### src/rtl/c_tile_drain.sv
`default_nettype none
// +--------------------------------------------------------------------------+
// | c_tile_drain: accepts M x N result tiles and streams them row by row to  |
// | the result memory. Optional K-tile accumulation via `DRAIN_ACCUM_EN.     |
// | Revision: 1.0                                                            |
// +--------------------------------------------------------------------------+
module c_tile_drain #(
  parameter int M          = 4,
  parameter int N          = 4,
  parameter int DATA_WIDTH = 32,
  parameter int ADDR_WIDTH = 16
) (
  input  logic                         clk,
  input  logic                         rst_n,
  input  logic                         tile_valid,
  output logic                         tile_ready,
  input  logic [M*N*DATA_WIDTH-1:0]    tile_data,
  input  logic                         tile_last_k,
  input  logic [ADDR_WIDTH-1:0]        tile_base,
  output logic                         wr_valid,
  input  logic                         wr_ready,
  output logic [ADDR_WIDTH-1:0]        wr_addr,
  output logic [N*DATA_WIDTH-1:0]      wr_data,
  output logic                         wr_last,
  output logic                         busy,
  output logic [15:0]                  tiles_drained
);

  localparam int c_ROW_W = (M > 1) ? $clog2(M) : 1;

  typedef enum logic [0:0] {
    S_IDLE  = 1'b0,
    S_DRAIN = 1'b1
  } state_t;

  state_t                      r_state;
  state_t                      w_state_nxt;
  logic [M*N*DATA_WIDTH-1:0]   r_buf;
  logic [c_ROW_W-1:0]          r_row;
  logic [ADDR_WIDTH-1:0]       r_base;
  logic [15:0]                 r_cnt;
  logic                        w_accept;
  logic                        w_beat;
  logic                        w_last_row;
  logic                        w_drain_tile;

  assign w_last_row = (r_row == c_ROW_W'(M - 1));

`ifdef DRAIN_ACCUM_EN
  logic                        r_first;
  logic [M*N*DATA_WIDTH-1:0]   w_sum;

  assign w_drain_tile = tile_last_k;

  // Modular elementwise add of the incoming partial tile into the buffer.
  for (genvar e = 0; e < M * N; e++) begin : g_elem
    assign w_sum[e*DATA_WIDTH +: DATA_WIDTH] =
        r_buf[e*DATA_WIDTH +: DATA_WIDTH] + tile_data[e*DATA_WIDTH +: DATA_WIDTH];
  end
`else
  logic                        w_unused_last_k;

  assign w_unused_last_k = tile_last_k;
  assign w_drain_tile    = 1'b1;
`endif

  always_ff @(posedge clk or negedge rst_n) begin
    if (!rst_n) begin
      r_state <= S_IDLE;
    end else begin
      r_state <= w_state_nxt;
    end
  end

  always_comb begin
    w_state_nxt = r_state;
    tile_ready  = 1'b0;
    wr_valid    = 1'b0;
    w_accept    = 1'b0;
    w_beat      = 1'b0;
    case (r_state)
      S_IDLE: begin
        tile_ready = 1'b1;
        if (tile_valid) begin
          w_accept = 1'b1;
          if (w_drain_tile) begin
            w_state_nxt = S_DRAIN;
          end
        end
      end
      S_DRAIN: begin
        wr_valid = 1'b1;
        if (wr_ready) begin
          w_beat = 1'b1;
          if (w_last_row) begin
            w_state_nxt = S_IDLE;
          end
        end
      end
      default: w_state_nxt = S_IDLE;
    endcase
  end

  always_ff @(posedge clk or negedge rst_n) begin
    if (!rst_n) begin
      r_buf  <= '0;
      r_row  <= '0;
      r_base <= '0;
      r_cnt  <= '0;
`ifdef DRAIN_ACCUM_EN
      r_first <= 1'b1;
`endif
    end else begin
      if (w_accept) begin
        r_row <= '0;
`ifdef DRAIN_ACCUM_EN
        // The first K-tile of an output tile owns the base address.
        if (r_first) begin
          r_buf  <= tile_data;
          r_base <= tile_base;
        end else begin
          r_buf  <= w_sum;
        end
        r_first <= 1'b0;
`else
        r_buf  <= tile_data;
        r_base <= tile_base;
`endif
      end
      if (w_beat) begin
        if (w_last_row) begin
          r_row <= '0;
          r_cnt <= r_cnt + 16'd1;
`ifdef DRAIN_ACCUM_EN
          r_first <= 1'b1;
`endif
        end else begin
          r_row <= r_row + c_ROW_W'(1);
        end
      end
    end
  end

  assign wr_addr       = r_base + (ADDR_WIDTH'(r_row) * ADDR_WIDTH'(N));
  assign wr_data       = r_buf[r_row*N*DATA_WIDTH +: N*DATA_WIDTH];
  assign wr_last       = (r_state == S_DRAIN) && w_last_row;
  assign tiles_drained = r_cnt;

`ifdef DRAIN_ACCUM_EN
  assign busy = (r_state == S_DRAIN) || !r_first;
`else
  assign busy = (r_state == S_DRAIN);
`endif

endmodule
`default_nettype wire
### config.mk
export PLATFORM = sky130hd
export DESIGN_NAME = c_tile_drain
export DESIGN_NICKNAME = d
export VERILOG_FILES = /design/src/rtl/c_tile_drain.sv
export SDC_FILE = /design/constraint.sdc
export NUM_CORES = 1
export LEC_CHECK = 0
export CAP_MARGIN = 5
export CORE_AREA = 2 2 268 270
export DETAILED_ROUTE_END_ITERATION = 10
export DIE_AREA = 0 0 270 272
export SYNTH_ARGS = -nofsm -noshare
export SYNTH_HDL_FRONTEND = slang
export SYNTH_SLANG_ARGS = --single-unit
### constraint.sdc
create_clock -name clk -period 3.62 [get_ports clk]
set_input_delay 0.724 -clock clk [delete_from_list [all_inputs] [get_ports clk]]
set_output_delay 0.724 -clock clk [all_outputs]
set_load 0.1 [all_outputs]
==> results <==
## routing by layer
metal / GRT usage / vias to the layer above / share of wire
li1: - / 6567 / -
met1: 0.209 / 7691 / 0.36
met2: 0.324 / 500 / 0.52
met3: 0.0698 / 116 / 0.086
met4: 0.0697 / 14 / 0.027
met5: 0 / - / 0.0011
## cells in the final DEF (no fill, tap or decap), types with 15 or more instances in the layout
cell	n
sky130_fd_sc_hd__xnor2_1	19
sky130_fd_sc_hd__buf_4	121
sky130_fd_sc_hd__mux4_2	128
sky130_fd_sc_hd__clkbuf_8	15
sky130_fd_sc_hd__clkdlybuf4s50_1	541
sky130_fd_sc_hd__dfrtp_1	545
sky130_fd_sc_hd__clkbuf_1	15
sky130_fd_sc_hd__buf_12	60
sky130_fd_sc_hd__mux2_2	529
sky130_fd_sc_hd__clkbuf_16	69
sky130_fd_sc_hd__diode_2	17
## sequential cells by signal, indices dropped and copies added, names as in the netlist
register       cells
r_buf            512
r_base            16
tiles_drained     16
r_row              2
busy               1
## worst max-delay path: cells and delay by family, from the launching register on
kind	cells	cell delay [ps]
AND/OR/NAND/NOR	1	220
flip-flops	1	530
buffers and inverters	2	940
adder cells (fa/ha/maj)	1	370
## what timing repair did
item                       CTS  global route
gates resized for setup      0             1
setup endpoints to repair    0             2
hold buffers                 0             0
## logic make-up (layout without fill, tap and decap cells)
family / Yosys count / count (layout) / share of synthesized area
compound gates: 5 / 5 / 0.00157
mux: 657 / 657 / 0.369
fa+ha+maj: 5 / 5 / 0.00292
buf+inv: 94 / 846 / 0.0350
simple gates: 43 / 43 / 0.0106
xor+xnor: 27 / 27 / 0.00987
other cells: 0 / 17 / 0
flops: 547 / 547 / 0.571
## through the flow
stage | instances | worst slack, ps | utilization | hold WS (ps)
after floorplan | 1378 | 34.3 | - | 428
after global placement | 2959 | 745 | 0.451 | 466
after detailed placement | 2959 | 746 | 0.451 | 476
after CTS | 3080 | 71.3 | 0.482 | 90.9
after global routing | 3094 | 29.9 | 0.483 | 114
final | 3097 | 193 | 0.483 | 92.3
## worst paths after layout
check	startpoint	end	slack, ps	cells past startpoint
setup / recovery	r_row[1]	wr_last	190	4
hold reg to reg	tiles_drained[15]	tiles_drained[15]	480	1
setup reg to reg	r_row[1]	tiles_drained[10]	1000	6
max in group asynchronous	rst_n	r_buf[101]	2590	2
min in group clk	tiles_drained[15]	tiles_drained[15]	480	1
hold / removal	rst_n	r_buf[445]	90	1
## final cells by class
type / count / area (sq um) / area share
Tap cell: 950 / 1190 / 0.0348
Antenna cell: 17 / 42.5 / 0.00124
Clock buffer: 99 / 1990 / 0.0582
Sequential cell: 547 / 13700 / 0.401
Timing Repair Buffer: 723 / 7540 / 0.221
Multi-Input combinational cell: 737 / 9450 / 0.277
Inverter: 2 / 7.51 / 0.000220
Clock inverter: 22 / 263 / 0.00769
==> reports/results.env <==
RUN_STATUS='completed'
REMAINING_DRC_ERRORS=0
CLOCK.FMAX_MHz=292
FINAL-MAX-SLEW-VIOLATION-COUNT=0
RSZ0062_AT_GRT='no'
CELL_COUNT_AFTER_SYNTHESIS=1378
SYNTH-SEQ-AREA-SHARE=0.571
POST_DP_CELL_AREA_SQ_UM=31900
SYNTH_TOP_FLOP_CELL='sky130_fd_sc_hd__dfrtp_1'
REQUIRED_PS=2900
VIAS_PER_CELL=4.81
DIEWIDTH_MICRONS=270
AVGROUTEDWIREPERCELL_MICRONS=22.2
CORE_SQ_UM=70800
SYNTH_TOP_AREA_CELL='sky130_fd_sc_hd__dfrtp_1'
SYNTH.TOP_CELLS.BY_COUNT='sky130_fd_sc_hd__dfrtp_1, sky130_fd_sc_hd__mux2_2, sky130_fd_sc_hd__mux4_2'
ROUTE.ANTENNA.REMAINING_NETS=0
CP_DATA_ARRIVAL_TIME_PS=2700
YOSYSTOPAREACELLSHARE=0.571
CRIT_PATH_CELL_CHAIN='buf_12 -> ha_1 -> and2_1 -> buf_4'
CLOCK_TREE_FROM_TRITONCTS='done'
SYNTH_NETS=1916
DESIGN.PORTCOUNT=697
SYNTH_ASYNC_SR_FLOP_SHARE=1.00
PATH_CLK_SLEW_PS=60
LAYOUT_MIN_CYCLE_TIME_PS=3430
FINALWEIGHTEDCONGESTION=0.837
CRITICAL-PATH-SLOWEST-CELL='sky130_fd_sc_hd__buf_12'
BUFFER_PORTS.INSERTED=695
CTS.REPAIR_TIMING.SETUP_BUFFER_COUNT=0
TIMING_WORST_SLEW_PIN_VALUE_PS=1020
SYNTHESIZED_AREA_DIVIDED_BY_SYNTHESIZED_CELL_COUNT_SQ_UM=17.4
WORST_PATH_LARGEST_CELL_DELAY_PS=620
YOSYS.CELL_COUNT.TOP_TYPE='sky130_fd_sc_hd__dfrtp_1'
TRITONCTS.NUM_BUFFERS=66
CLOCK_TREE_ROOT='sky130_fd_sc_hd__clkbuf_16'
SYN_TO_FINAL_GROWTH_PCT=42.6
CLK_PATH_BUF_DEPTH=3
WORSTSKEWPAIRLATENCY_PS=590
POST_SYNTH_EDFFS=0
WORSTHOLDPATHTYPE='input pin to async pin'
SYNTH.LIB_CELLS_USED.DISTINCT=29
N_FILL_CELL=6099
VIA_COUNT=14900
DETAILED_PLACE_HPWL_MICRONS=50000
GR-TOTAL-OVERFLOW=0
WORST_SLEW_MARGIN_RELATIVE_TO_ITS_LIMIT=0.315
REPORT.FINAL.SETUP_VIOL=0
FINAL_CYCLE_SHARE=0.947
ROW_COUNT=98
FINAL.SETUP_SKEW_PS=23.0
GRT_MAX_DEGREE=125
WORSTSETUPSTARTPOINTTYPE='flop'
GRT_PASS1_VIAS=16500
FINAL_NETS=2615
SYNTHTOPCELLSBYAREA='sky130_fd_sc_hd__dfrtp_1, sky130_fd_sc_hd__mux2_2, sky130_fd_sc_hd__mux4_2'
BIGGEST_FANOUT_ALONG_THE_WORST_TIMING_PATH=124
INITIAL_CORE_UTIL=0.339
FINAL_LAYOUT_SIZE_SUFFIX_GT1_FRAC=0.446
WL_MICRONS=68700
DESIGN.DIE.AREA_SQ_UM=73400
CTS_NUM_SINKS=547
CATEGORY_OF_THE_CRITICAL_SETUP_TIMING_PATH='flop to output pin'
MAX_CAP_VIOL_COUNT=0
POST_SYNTHESIS_INSTANCE_AREA_SQ_UM=24000
GRT_PASS1_WL_MICRONS=104000
YS_FF_LATCH=547
DIE_HEIGHT_MICRONS=272
SYNTHESIS.YOSYS.WARNINGS=0
DRT_ITER0_DRC=640
FINAL_AREA_SQ_UM=34200
HOLD_VIOLATIONS=0
SETUP_TNS_PS=0
CTS_MAX_LEVEL=3
ANTENNA_FOUND_INITIAL=24
SETUP.WORST_PATH.END_CLASS='output pin'
NUMBER_OF_SEARCH_AND_REPAIR_ITERATIONS_IN_THE_FIRST_DETAILED_ROUTING_PASS=4
GRT_UTIL_ALL_LAYERS=0.187
Power of run 1 is left out: the tool's default activity adds up to more than one toggle a clock period on the data nets, which glitch-free logic cannot reach.
